$ cat src/rtl/fm_tx_mod.sv
`default_nettype none
// ============================================================================
// fm_tx_mod : DDS FM modulator, FIFO-fed or sweep-driven frequency deviation
// Revision  : 1.0
// ============================================================================
module fm_tx_mod #(
   parameter int P_ACC_W  = 32,
   parameter int P_SMP_W  = 16,
   parameter int P_DEPTH  = 4,
   parameter int P_RATE_W = 16
) (
   input  logic                i_clk,
   input  logic                i_nrst,
   input  logic [1:0]          i_mode,
   input  logic [P_ACC_W-1:0]  i_base_inc,
   input  logic [4:0]          i_dev_shift,
   input  logic [P_RATE_W-1:0] i_rate,
   input  logic [P_SMP_W-1:0]  i_smp_data,
   input  logic                i_smp_valid,
   output logic                o_smp_ready,
   output logic                o_fm,
   output logic                o_underrun
);

   localparam int C_PTR_W = $clog2(P_DEPTH);
   localparam logic [C_PTR_W:0] C_DEPTH = (C_PTR_W+1)'(P_DEPTH);

   localparam logic [1:0] C_MODE_OFF   = 2'd0;
   localparam logic [1:0] C_MODE_CAR   = 2'd1;
   localparam logic [1:0] C_MODE_SWEEP = 2'd2;
   localparam logic [1:0] C_MODE_SMP   = 2'd3;

   logic [1:0]          mode_q;
   logic [P_RATE_W-1:0] rate_cnt_q, rate_cnt_d;
   logic [P_SMP_W-1:0]  hold_q, hold_d;
   logic [P_ACC_W-1:0]  inc_q, inc_d;
   logic [P_ACC_W-1:0]  acc_q, acc_d;
   logic                fm_d, underrun_d, ready_d;

   logic [P_SMP_W-1:0]  mem_q [P_DEPTH];
   logic [C_PTR_W-1:0]  wr_ptr_q, rd_ptr_q;
   logic [C_PTR_W:0]    count_q, count_d;

   logic                w_mode_chg, w_tick, w_empty, w_flush, w_push, w_pop;
   logic [P_ACC_W-1:0]  w_hold_ext, w_dev;

   assign w_mode_chg = (i_mode != mode_q);
   assign w_tick     = (rate_cnt_q == i_rate);
   assign w_empty    = (count_q == '0);
   assign w_flush    = w_mode_chg && (i_mode != C_MODE_SMP);
   assign w_push     = i_smp_valid && o_smp_ready && !w_flush;
   assign w_pop      = !w_mode_chg && w_tick && (mode_q == C_MODE_SMP) && !w_empty;

   assign w_hold_ext = {{(P_ACC_W-P_SMP_W){hold_q[P_SMP_W-1]}}, hold_q};
   assign w_dev      = w_hold_ext << i_dev_shift;

   always_comb begin
      rate_cnt_d = (w_mode_chg || w_tick) ? '0 : rate_cnt_q + 1'b1;

      hold_d     = hold_q;
      underrun_d = o_underrun;
      if (w_mode_chg) begin
         hold_d     = '0;
         underrun_d = 1'b0;
      end else if (w_tick) begin
         case (mode_q)
            C_MODE_SWEEP: hold_d = hold_q + 1'b1;
            C_MODE_SMP: begin
               if (w_empty) begin
                  hold_d     = '0;
                  underrun_d = 1'b1;
               end else begin
                  hold_d = mem_q[rd_ptr_q];
               end
            end
            default: hold_d = '0;
         endcase
      end

      // Carrier mode transmits the bare tuning word regardless of hold
      inc_d = i_base_inc + ((mode_q == C_MODE_CAR) ? '0 : w_dev);
      acc_d = (mode_q == C_MODE_OFF) ? '0 : acc_q + inc_q;
      fm_d  = (mode_q == C_MODE_OFF) ? 1'b0 : acc_q[P_ACC_W-1];

      if (w_flush) begin
         count_d = '0;
      end else begin
         count_d = count_q + {{C_PTR_W{1'b0}}, w_push} - {{C_PTR_W{1'b0}}, w_pop};
      end
      ready_d = (i_mode == C_MODE_SMP) && (count_d < C_DEPTH);
   end

   always_ff @(posedge i_clk) begin
      if (!i_nrst) begin
         mode_q      <= C_MODE_OFF;
         rate_cnt_q  <= '0;
         hold_q      <= '0;
         inc_q       <= '0;
         acc_q       <= '0;
         o_fm        <= 1'b0;
         o_underrun  <= 1'b0;
         o_smp_ready <= 1'b0;
         wr_ptr_q    <= '0;
         rd_ptr_q    <= '0;
         count_q     <= '0;
      end else begin
         mode_q      <= i_mode;
         rate_cnt_q  <= rate_cnt_d;
         hold_q      <= hold_d;
         inc_q       <= inc_d;
         acc_q       <= acc_d;
         o_fm        <= fm_d;
         o_underrun  <= underrun_d;
         o_smp_ready <= ready_d;
         count_q     <= count_d;
         if (w_flush) begin
            wr_ptr_q <= '0;
            rd_ptr_q <= '0;
         end else begin
            if (w_push) wr_ptr_q <= wr_ptr_q + 1'b1;
            if (w_pop)  rd_ptr_q <= rd_ptr_q + 1'b1;
         end
      end
   end

   // Storage needs no reset: pointers and count define what is valid
   always_ff @(posedge i_clk) begin
      if (i_nrst && w_push) begin
         mem_q[wr_ptr_q] <= i_smp_data;
      end
   end

endmodule
`default_nettype wire
$ cat config.mk
export PLATFORM = sky130hd
export DESIGN_NAME = fm_tx_mod
export DESIGN_NICKNAME = d
export VERILOG_FILES = /design/src/rtl/fm_tx_mod.sv
export SDC_FILE = /design/constraint.sdc
export NUM_CORES = 1
export LEC_CHECK = 0
export BUFFER_PORTS_ARGS = -buffer_cell sky130_fd_sc_hd__clkbuf_2
export CAP_MARGIN = 40
export CORE_ASPECT_RATIO = 0.9
export CORE_UTILIZATION = 45
export CTS_BUF_LIST = sky130_fd_sc_hd__clkbuf_8
export DETAILED_ROUTE_END_ITERATION = 6
export GPL_ROUTABILITY_DRIVEN = 0
export PLACE_DENSITY = 0.71
export SKIP_CTS_REPAIR_TIMING = 1
export SYNTH_ARGS = -nofsm -noshare
export SYNTH_HDL_FRONTEND = slang
export SYNTH_SLANG_ARGS = --single-unit
$ cat constraint.sdc
create_clock -name i_clk -period 11.4 [get_ports i_clk]
set_clock_uncertainty 0.2 [all_clocks]
set_input_delay 2.28 -clock i_clk [delete_from_list [all_inputs] [get_ports i_clk]]
set_output_delay 2.28 -clock i_clk [all_outputs]
set_load 0.05 [all_outputs]
== Word level (Yosys, flattened, before mapping) ==
Memory sizes are Yosys's and may differ from the RTL's. A register that Yosys moved wholly into a read port is not among the register bits.
Index checks and enable logic that the tools add are counted.
Widths: inputs -> output; s select.

* Register bits after elaboration: 108
* Memory bits (writable): 64
* Bits of input ports: 74
* Output and inout bits: 3
* Word-level logic and storage cells: 57
* Memories: 1

* Add/subtract/negate cells: 8
* Magnitude comparators: 1
* Equality and inequality tests: 7
* Shift operators: 1
* Mux-type cells: 8
* Bitwise operators: 1
* Reduce and logical (&&, ||, !) cells: 19

{| class="wikitable"
|+ Memory list
! name !! words !! width !! rd ports !! clocked after Yosys merged registers in !! wr ports !! line !! RTL
|-
| mem_q || 4 || 16 || 1 || 1 || 1 || 40 || <nowiki>logic [P_SMP_W-1:0] mem_q [P_DEPTH];</nowiki>
|}

{| class="wikitable"
|+ Operators with widths
! cell !! number
|-
| $add 32x32->32 || 2
|-
| $add 16x1->16 const B || 2
|-
| $mux 32 || 1
|-
| $pmux 16 s2 || 1
|-
| $shl 32x5->32 || 1
|-
| $eq 16x16->1 || 1
|-
| $mux 16 || 1
|-
| $logic_and 1x1->1 || 8
|-
| $reduce_or 2->1 || 4
|-
| $eq 2x2->1 const B || 3
|-
| $add 2x1->2 const B || 2
|-
| $mux 2 || 2
|-
| $add 3x1->3 || 1
|-
| $logic_not 1->1 || 3
|-
| $logic_not 3->1 || 1
|-
| $lt 3x3->1 const B || 1
|-
| $mux 3 || 1
|-
| $reduce_and 3->1 || 1
|-
| $sub 3x1->3 || 1
|-
| $eq 2x1->1 const B || 1
|-
| $logic_not 2->1 || 1
|-
| $mux 1 || 2
|-
| $ne 2x2->1 || 1
|-
| $ne 2x2->1 const B || 1
|-
| 2 further kinds || 2
|}

== Longest topological paths before layout ==
* Depth in word-level cells: 9
* Depth in mapped cells: 19
* Mapped depth without buffers: 16

== Worst setup path before layout ==
OpenSTA, ideal clock, no wires.

* Path kind: input port to flip-flop
* Start point: input i_dev_shift[0]
* End point: register inc_q[31]
* Library setup time: 0.121 ns
* Arrival: 5.623 ns
* Required time: 11.079 ns
* Setup slack: 5.456 ns
* Stages: 18
* Buffers on the path: 2
* Cells stage by stage: buf_2 -> buf_2 -> mux2_2 -> nor2_1 -> a21oi_1 -> mux2_2 -> nor2_1 -> a21oi_1 -> nor2b_1 -> ha_1 -> a21oi_2 -> o211ai_1 -> nor3b_1 -> nand3_2 -> a31oi_2 -> o21ai_1 -> a41oi_1 -> mux2_2

* Word-level cells in the longest chain between the ends: 3

{| class="wikitable"
|+ Ends and longest elaborated chain
! what !! line !! RTL
|-
| start, declared || 16 || <nowiki>input logic [4:0] i_dev_shift,</nowiki>
|-
| $shl 32x5->32 || 55 || <nowiki>assign w_dev = w_hold_ext << i_dev_shift;</nowiki>
|-
| $mux 32 || 81 || <nowiki>inc_d = i_base_inc + ((mode_q == C_MODE_CAR) ? '0 : w_dev);</nowiki>
|-
| $add 32x32->32 || 81 ||
|-
| end signal, assigned || 110 || <nowiki>inc_q <= inc_d;</nowiki>
|-
| end, declared || 36 || <nowiki>logic [P_ACC_W-1:0] inc_q, inc_d;</nowiki>
|}

No other way between the ends.
A chain may end at the register's enable or synchronous reset.

== Final worst setup path ==
Same ends and word-level chain as after synthesis.

==> flow_metrics.env <==
export IMPL_clkTransAtPathRegs_ps=120
export IMPL_startpoint="i_dev_shift[0]"
export IMPL_synth_edf_count=64
export IMPL_synth_fp_nets=1263
export IMPL_clock_sinks=174
export IMPL_start_util=0.458
export IMPL_ant_nets=0
export IMPL_rows=53
export IMPL_cp_end_kind="flip-flop"
export IMPL_ys_dominant_reg_cell="dfxtp_1"
export IMPL_yosys_area_top_type="dfxtp_1"
export IMPL_startpoint_type="input port"
export IMPL_grt_use_total=0.207
export IMPL_ios=77
export IMPL_synthSimpleGateAreaFrac=0.160
export IMPL_crit_reg2reg_launch="mode_q[1]"
export IMPL_slew_viol_final=0
export IMPL_critPathBufInv=1
export IMPL_status="finished clean"
export IMPL_synth_xor_area_frac=0.0690
export IMPL_cp_slowest_cell="clkbuf_2"
export IMPL_cpLargestDelayFamily="compound AO/OA/AOI/OAI gates"
export IMPL_via_per_inst=5.67
export IMPL_antenna_found_initial=3
export IMPL_finalInstanceArea_sq_um=11800
export IMPL_synth_adder_area_share=0.0877
export IMPL_power_leakage_nw=4.78
export IMPL_min_period_ps=6110
export IMPL_hold_path_class="flip-flop to flip-flop"
export IMPL_cp_num_cells=17
export IMPL_die_w_um=164
export IMPL_finalSetupViolCount=0
export IMPL_cp_endpoint="inc_q[31]"
export IMPL_drive_gt1_frac=0.146
export IMPL_async_reset_ff_frac=0
export IMPL_path_class="input port to flip-flop"
export IMPL_insertion_delay_ps=480
export IMPL_netlist_instances=1116
export IMPL_min_delay_start="acc_q[31]"
export IMPL_hold_viol=0
export IMPL_r2r_cells=15
export IMPL_min_period_over_period=0.536
export IMPL_cap_violations=0
export IMPL_rsz0062_at_grt="false"
export IMPL_reg2reg_to="inc_q[30]"
export IMPL_first_pass_iters=5
export IMPL_synth_top_area_frac=0.206
export IMPL_drc=0
export IMPL_dieArea_sq_um=24300
export IMPL_area_growth_pct=10.5
export IMPL_yosys_warnings=0
export IMPL_vias=8453
export IMPL_setup_tns_ps=0
export IMPL_cpPeakStageDelay_ps=470
export IMPL_max_freq_ghz=0.164
export IMPL_ys_seq_area_frac=0.387
export IMPL_grt_max_degree=36
export IMPL_worst_pin_slew_ps=855
export IMPL_synth_cell_types=76
export IMPL_fp_dieH_um=148
export IMPL_grt_pass1_wl_um=39800
export IMPL_nNetsFinal=1320
export IMPL_slew_headroom=0.430
export IMPL_core_area_sq_um=23300
export IMPL_synth_top_family_by_area="compound AO/OA/AOI/OAI gates"
export IMPL_critPathArrivalTime_ps=6290
export IMPL_dpl_hpwl_um=18400
export IMPL_port_buffers=76
export IMPL_cts_buffers=17
export IMPL_grt_pass1_vias=7884
export IMPL_power_density_nw_per_um2=112
export IMPL_yosys_top_cells_area="dfxtp_1 (21%), edfxtp_1 (18%), ha_1 (8.2%), nor2_1 (5.0%), xnor2_1 (4.7%)"
export IMPL_clock_path_buffers=2
export IMPL_cp_max_fo=24
export IMPL_grt_ovfl_total=0
export IMPL_ys_ff_latch=174
export IMPL_post_synth_cell_area_avg_sq_um=9.56
export IMPL_place_area_sq_um=11300
export IMPL_wirelength_um=24400
export IMPL_r2r_setup_slack_ps=7220
export IMPL_drt_iter0_drc=601
export IMPL_syn_area_sq_um=10700
export IMPL_cts_htree_levels=4
export IMPL_ir_drop_uv=78.4
export IMPL_synth_compound_area_frac=0.185
export IMPL_crit_required_ps=11580
export IMPL_cts_tree="built"
export IMPL_synth_area_mux_share=0.0802
export IMPL_wire_per_inst_um=16.4
export IMPL_crit_chain="clkbuf_2, mux2i_1, nor2_1, a31oi_1, nor2_1, a21oi_1, a21oi_1, nor2b_1, ha_1, a21oi_2, o211ai_1, nor3b_1, nand3_2, a31oi_2, o21ai_1, a41oi_1, mux2_2"
export IMPL_root_buffer="clkbuf_8"
## area by class of cell
| type | instances | area (sq um) |
|---|---|---|
| Sequential cell | 174 | 4120 |
| Antenna cell | 2 | 5.00 |
| Fill cell | 2125 | 11500 |
| Clock inverter | 15 | 209 |
| Multi-Input combinational cell | 858 | 6240 |
| Timing Repair Buffer | 82 | 449 |
| Tap cell | 302 | 378 |
| Inverter | 40 | 150 |
| Clock buffer | 17 | 234 |
## power by group
group / leakage, nW / internal, mW / total (mW) / switching [mW]
sequential: 1.47 / 0.659 / 0.667 / 0.00749
combinational: 3.09 / 0.0734 / 0.180 / 0.107
clock: 0.220 / 0.179 / 0.476 / 0.297
total: 4.78 / 0.912 / 1.32 / 0.411
## how the worst min path moves through the flow
stage	to	slack, ps	cells past startpoint
after floorplan	o_fm	250	1
after global placement	rate_cnt_q[0]	290	1
after detailed placement	rate_cnt_q[0]	290	1
after CTS	o_fm	320	1
after global routing	o_fm	340	1
final	o_fm	310	1
## registers in the layout (all words and copies together), names as in the netlist, named ones only
signal	flops
wr_ptr_q	2
rd_ptr_q	2
mem_q	64
count_q	3
rate_cnt_q	16
mode_q	2
hold_q	16
acc_q	32
o_fm	1
o_smp_ready	1
o_underrun	1
inc_q	32
## placed cells by master (no fill, tap or decap), types with 14 or more instances in the layout
cell      netlist  final
nor2_1        141    141
dfxtp_1       110    110
a21oi_1        76     76
clkbuf_2        1     76
ha_1           70     70
edfxtp_1       64     64
nand2_1        59     59
xnor2_1        57     57
a21o_1         41     41
inv_1          37     37
nand3_1        33     33
o21ai_0        34     33
mux2i_1        27     27
xor2_1         27     27
mux4_2         22     22
a211oi_1       21     21
and3_1         21     21
and2_1         20     20
clkbuf_8        0     17
nor2b_1        16     16
nor3_1         16     15
a22oi_1        14     14
## per-layer routing
| metal | vias up | GRT usage | part of all wire |
|---|---|---|---|
| met5 | - | 0 | 0.00057 |
| met4 | 2 | 0.0588 | 0.019 |
| met3 | 43 | 0.0468 | 0.062 |
| met2 | 226 | 0.318 | 0.44 |
| met1 | 3980 | 0.292 | 0.48 |
| li1 | 4202 | - | - |
## synthesized netlist by cell type, drive strengths merged (4+ instances only)
library cell  count
and2             21
nand3            34
ha               70
or2               6
a22o              4
nand4            10
o22a              5
mux2              8
a211oi           21
a31oi            11
a22oi            14
and4              6
nor3b             6
o211ai           10
nor2b            16
mux4             22
nor3             17
o22ai             8
a21oi            80
o21a             10
a41oi             4
inv              38
edfxtp           64
nand2            59
dfxtp           110
o21ai            47
and3             21
a21o             41
xor2             27
clkbuf           29
xnor2            57
mux2i            27
nor4              4
nor2            141
buf              15
nand2b            8
a21boi            4
o21bai            6
## cell families (layout without fill, tap and decap cells)
family          count (synthesis)  in the layout
xor+xnor                       84             84
mux                            57             57
simple gates                  354            354
flops                         174            174
other cells                     0              2
compound gates                290            290
buf+inv                        84            154
fa+ha+maj                      73             73
## worst register-to-register path: stages (launching register included)
cell and delay, ps:
dfxtp_1 410, inv_1 180, nand2_1 190, nand2b_1 480
nand2b_1 250, nor2_1 60, ha_1 210, fa_1 430
a211oi_1 400, o21a_1 240, o21ai_2 90, nor4b_4 160
nor3_2 180, nor2_1 120, a311o_1 370, mux2i_1 120
## stage by stage
stage | std cells | setup slack, ps | hold WS, ps | power [mW] | util
detailed placement | 1456 | 4850 | 292 | 0.859 | 0.487
global placement | 1453 | 5040 | 290 | 0.855 | 0.485
CTS | 1488 | 5360 | 318 | 1.33 | 0.506
finish | 1490 | 5290 | 311 | 1.32 | 0.506
global route | 1488 | 4920 | 340 | 1.38 | 0.506
floorplan | 1116 | 5460 | 250 | 0.809 | -
Note: power is estimated with default switching activity, not from simulation.
